--- src/rtl/dsp_calc_multibunch.sv ---
// dsp_calc_multibunch: charge-weighted position product plus per-bunch delayed correction,
// scaled/saturated to the feedback DAC word, with feedback-window and DAC-strobe gates
module dsp_calc_multibunch #(
  parameter int CHARGE_W = 21,
  parameter int SIGNAL_W = 17,
  parameter int OUT_W = 15,
  parameter int FRAC_SHIFT = 12,
  parameter int NBUNCH = 3,
  parameter int CNT_W = 8,
  parameter int CAP_IDX = 4,
  parameter int IDLE_CNT = 10,
  localparam int IDX_W = NBUNCH > 1 ? $clog2(NBUNCH) : 1
) (
  input  logic clk,
  input  logic rst,
  input  logic [CHARGE_W-1:0] charge_in,
  input  logic [SIGNAL_W-1:0] signal_in,
  input  logic store_strb,
  input  logic bunch_strb,
  input  logic delay_en,
  input  logic fb_en,
  input  logic sat_en,
  input  logic [CNT_W-1:0] fb_start,
  input  logic [CNT_W-1:0] dac_start,
  output logic [OUT_W-1:0] pout,
  output logic dsp_oflow,
  output logic [15:0] oflow_cnt,
  output logic [IDX_W-1:0] bunch_idx,
  output logic fb_cond,
  output logic dac_clk
);
  localparam int PW = CHARGE_W + SIGNAL_W;
  localparam int SW = PW + 1;
  localparam int HI = FRAC_SHIFT + OUT_W - 1;
  logic [CHARGE_W-1:0] charge_q;
  logic [PW-1:0] prod;
  logic [SW-1:0] sum, dly_ext;
  logic [OUT_W-1:0] delayed_q, sat_val, pout_nxt;
  logic [OUT_W-1:0] mem [NBUNCH];
  logic [CNT_W-1:0] j;
  logic [CNT_W:0] j_x, fb_x, dac_x;
  logic first, oflow, capture;
  // delayed term is an integer DAC word, so it lines up with the product after the LUT shift
  assign dly_ext = {{(SW-OUT_W){delayed_q[OUT_W-1]}}, delayed_q} << FRAC_SHIFT;
  assign oflow = !((&sum[SW-1:HI]) || !(|sum[SW-1:HI]));
  assign sat_val = {sum[SW-1], {(OUT_W-1){!sum[SW-1]}}};
  assign pout_nxt = oflow && sat_en ? sat_val : sum[HI:FRAC_SHIFT];
  assign capture = delay_en && j == CNT_W'(CAP_IDX);
  // window compares are one bit wider so start+1 never wraps back to count 0
  assign j_x = {1'b0, j};
  assign fb_x = {1'b0, fb_start};
  assign dac_x = {1'b0, dac_start};
  always_ff @(posedge clk or posedge rst)
    if (rst) begin
      charge_q <= '0;
      prod <= '0;
      sum <= '0;
      pout <= '0;
      dsp_oflow <= 1'b0;
      oflow_cnt <= '0;
      delayed_q <= '0;
    end else begin
      charge_q <= charge_in;
      prod <= PW'($signed(charge_q)) * PW'($signed(signal_in));
      sum <= {prod[PW-1], prod} + dly_ext;
      pout <= pout_nxt;
      dsp_oflow <= oflow;
      delayed_q <= mem[bunch_idx];
      if (oflow && !(&oflow_cnt)) oflow_cnt <= oflow_cnt + 16'd1;
    end
  always_ff @(posedge clk or posedge rst)
    if (rst) begin
      j <= CNT_W'(IDLE_CNT);
      bunch_idx <= '0;
      first <= 1'b1;
    end else if (!store_strb) begin
      j <= CNT_W'(IDLE_CNT);
      bunch_idx <= '0;
      first <= 1'b1;
    end else if (bunch_strb) begin
      j <= '0;
      first <= 1'b0;
      bunch_idx <= first ? '0 : bunch_idx == IDX_W'(NBUNCH-1) ? '0 : bunch_idx + IDX_W'(1);
    end else
      j <= &j ? j : j + CNT_W'(1);
  always_ff @(posedge clk or posedge rst)
    if (rst)
      for (int i = 0; i < NBUNCH; i++) mem[i] <= '0;
    else if (!store_strb)
      for (int i = 0; i < NBUNCH; i++) mem[i] <= '0;
    else if (capture)
      mem[bunch_idx] <= pout;
  always_ff @(posedge clk or posedge rst)
    if (rst) begin
      fb_cond <= 1'b0;
      dac_clk <= 1'b0;
    end else begin
      fb_cond <= fb_en && (j_x == fb_x || j_x == fb_x + (CNT_W+1)'(1));
      dac_clk <= fb_en && (j_x == dac_x || j_x == dac_x + (CNT_W+1)'(1));
    end
endmodule

--- config.mk ---
export PLATFORM = sky130hd
export DESIGN_NAME = dsp_calc_multibunch
export DESIGN_NICKNAME = d
export VERILOG_FILES = /design/src/rtl/dsp_calc_multibunch.sv
export SDC_FILE = /design/constraint.sdc
export NUM_CORES = 1
export LEC_CHECK = 0
export CORE_UTILIZATION = 50
export DETAILED_ROUTE_END_ITERATION = 8
export PLACE_DENSITY = 0.65
export SYNTH_ARGS = -nofsm -noshare
export SYNTH_HDL_FRONTEND = slang
export SYNTH_SLANG_ARGS = --single-unit
--- constraint.sdc ---
create_clock -name clk -period 8.5 [get_ports clk]
set_clock_uncertainty 0.2 [all_clocks]
set_input_delay 0.85 -clock clk [delete_from_list [all_inputs] [get_ports clk]]
set_output_delay 0.85 -clock clk [all_outputs]
set_load 0.02 [all_outputs]
==> results_dict.tcl, run 1 <==
set metrics [dict create \
    yosys.area.top_type "fa_1" \
    syn_avg_cell_area_um2 9.80 \
    seq_area_frac_synth 0.215 \
    die-area_mm2 0.0424 \
    overflow 0 \
    maxCapViolations 0 \
    worstSetupPathType "in2reg" \
    rsz0062_at_grt "false" \
    drc_errors 0 \
    tns_ps 0 \
    grt_pass1_vias 15300 \
    synth.top_cell.area_share 0.342 \
    clock_insertion_delay_worst_skew_ps 460 \
    viasPerCell 5.22 \
    cts_resized 0 \
    antennaDiodeCount 0 \
    cts_tree "built" \
    die_x_um 206 \
    rows 74 \
    syn_area_mm2 0.0208 \
    critPathBufInv 6 \
    synth_edf_count 0 \
    die_h_um 206 \
    port_buffers 96 \
    hold_class "reg2reg" \
    syn_inst 2123 \
    grt_max_degree 105 \
    syn2layout_area_growth_pct 9.75 \
    routabilityCongestion 0.858 \
    cts_buffers 17 \
    nets 2706 \
    cpPeakStageDelay_ps 1000 \
    maxSlewHeadroom 0.285 \
    wire_per_inst_um 16.8 \
    tightest_slew_ps 1070 \
    cpLargestDelayFamily "adder cells" \
    htreeDepth 4 \
    grtUsageTotal 0.234 \
    drive_gt1_frac 0.0271 \
    outcome "finished, final reports clean" \
    cts.reportedPaths.clkPinSlew_ps 70 \
    yosys_warnings 0 \
    grt_antenna_before_repair 1 \
    synthArstFlopShare 1.00 \
    critPathMostFrequentCell "fa_1" \
    use_met3 0.0465 \
    cts_root_buffer "clkbuf_16" \
    drtIter0Drc 820 \
    crit_required_ps 8620 \
    clkSinkCount 179 \
    max_freq_mhz 137 \
    timing.final.crit_share 0.858 \
    met2_usage 0.370 \
    grt_use_met1 0.338 \
    ys_ff_latch 179 \
    startpoint_type "input port" \
    slowest_stage "clkdlybuf4s50_1" \
    fin_crit_ps 7290 \
    num_vias 14200 \
    grt_busiest_layer "met2" \
    drv_slew 0 \
    yosys-top-cells-area "fa_1 (34%), dfrtp_1 (21%), inv_1 (7.3%)" \
    crit_arrival_ps 7420 \
    core_area_mm2 0.0409 \
    grt_pass1_wl_mm 77.8 \
    ant_nets 0 \
    initial_core_util 0.509 \
    cts_setup_buffers 0 \
    cts_hold_buf 0 \
    synthDistinctLibCells 65 \
    synth_ff_type "dfrtp_1" \
    place_hpwl_mm 35.7 \
    path_cells "clkdlybuf4s50_1, nand2_1, fa_1, inv_1, fa_1, fa_1, inv_1, fa_1, inv_1, fa_1, inv_1, fa_1, inv_1, ha_1, nand2_1, a211oi_2, a211oi_2, a211oi_2, o21ai_1, a311o_1, a311o_1" \
    timing.final.ws_setup_ps 1210 \
    drtPass1Iterations 5 \
    syn_nets 2660 \
    cp-end-kind "flip-flop" \
    totalWireLength_mm 45.6 \
    ioPinCount 97 \
    finalSetupViolations 0 \
    clockBufferDepth 2 \
    finalHoldViolations 0 \
    critPathMaxFanout 21 \
    dp_slack_ps 747 \
]
==> synthesized netlist by cell type (all sizes together), types with 2 or more instances <==
| library cell | number |
|---|---|
| a2111o | 3 |
| a2111oi | 2 |
| a211oi | 16 |
| a21boi | 3 |
| a21o | 31 |
| a21oi | 40 |
| a311o | 4 |
| a31oi | 5 |
| and2 | 147 |
| and3 | 11 |
| and4 | 2 |
| buf | 6 |
| clkbuf | 76 |
| dfrtp | 176 |
| dfstp | 3 |
| fa | 356 |
| ha | 120 |
| inv | 407 |
| mux2 | 2 |
| mux2i | 61 |
| nand2 | 240 |
| nand2b | 15 |
| nand3 | 35 |
| nand3b | 3 |
| nand4 | 12 |
| nor2 | 68 |
| nor2b | 60 |
| nor3 | 21 |
| nor4 | 7 |
| nor4b | 2 |
| nor4bb | 2 |
| o211ai | 6 |
| o21a | 8 |
| o21ai | 58 |
| o21bai | 2 |
| o22ai | 3 |
| o311ai | 2 |
| o31a | 2 |
| or2 | 2 |
| or3 | 2 |
| xnor2 | 68 |
| xor2 | 21 |
==> worst paths after layout <==
check	end	depth (start not counted)	from	slack (ps)
setup / recovery	prod[31]	21	signal_in[5]	1210
hold / removal	pout[4]	1	sum[16]	250
setup reg to reg	prod[31]	20	charge_q[13]	1750
hold reg to reg	pout[4]	1	sum[16]	250
max in group asynchronous	pout[9]	3	rst	5870
min in group asynchronous	charge_q[20]	2	rst	720
==> kinds of logic (layout without fill, tap and decap cells) <==
kind of cell	count (synthesis)	in the layout	synth area share
buffers and inverters	489	547	0.0884
and+or+nand+nor	633	633	0.152
DFF	179	179	0.215
xor gates and xnor gates	89	89	0.0375
muxes	63	63	0.0304
AOI/OAI and AO/OA	194	194	0.0622
adders and majority gates	476	476	0.415
==> per-layer routing <==
metal	vias up	routed length, um
met5	-	13
met4	2	485
met3	37	2580
met2	329	20700
met1	7195	21800
li1	6603	-
==> layout by cell type (no fill, tap or decap), drive strengths merged, types with 61 or more instances in the layout <==
cell type / count
and2: 147
fa: 356
dfrtp: 176
inv: 411
nand2: 240
nor2: 68
clkdlybuf4s50: 96
xnor2: 68
ha: 120
mux2i: 61
==> through the flow <==
step,util,cell area [um^2],hold WS (ps),std cells
finish,0.558,22800,251,2713
global route,0.558,22800,266,2713
CTS,0.558,22800,253,2713
detailed placement,0.543,22200,236,2682
global placement,0.543,22200,233,2682
floorplan,-,20800,226,2123
==> layout make-up <==
cell class	count	area [um^2]
Clock buffer	19	433
Clock inverter	12	175
Fill cell	3622	18100
Inverter	407	1540
Multi-Input combinational cell	1455	14500
Sequential cell	179	4480
Tap cell	532	666
Timing Repair Buffer	109	1060
==> sequential cells by signal, indices dropped and copies added, names as in the netlist <==
signal / count
prod: 26
dsp_oflow: 1
j: 8
first: 1
sum: 27
fb_cond: 1
delayed_q: 15
bunch_idx: 2
mem: 45
oflow_cnt: 16
charge_q: 21
pout: 15
dac_clk: 1
==> worst reg2reg max path: cells and delay by family (launching register included) <==
kind            cells  cell delay [ps]
flops               1              880
compound gates      6             1610
fa+ha+maj           7             3390
buf+inv             5              270
simple gates        2              290
Power of run 1 is left out: the tool's default activity adds up to more than one toggle a clock period on the data nets, which glitch-free logic cannot reach.
==> run 2, diff against run 1 <==
--- a/config.mk
+++ b/config.mk
@@ -6,6 +6,7 @@
 export NUM_CORES = 1
 export LEC_CHECK = 0
 export CORE_UTILIZATION = 50
+export CTS_CLUSTER_DIAMETER = 150
 export DETAILED_ROUTE_END_ITERATION = 8
 export PLACE_DENSITY = 0.65
 export SYNTH_ARGS = -nofsm -noshare
==> results of run 2 <==
The final DEF is identical to that of run 1; final timing and power are the same.
Power of run 2 is left out for the same reason.
==> run 3, diff against run 2 <==
--- a/config.mk
+++ b/config.mk
@@ -8,6 +8,7 @@
 export CORE_UTILIZATION = 50
 export CTS_CLUSTER_DIAMETER = 150
 export DETAILED_ROUTE_END_ITERATION = 8
+export GPL_ROUTABILITY_DRIVEN = 0
 export PLACE_DENSITY = 0.65
 export SYNTH_ARGS = -nofsm -noshare
 export SYNTH_HDL_FRONTEND = slang
==> results of run 3 <==
The final DEF is identical to that of run 1; final timing and power are the same.
Power of run 3 is left out for the same reason.
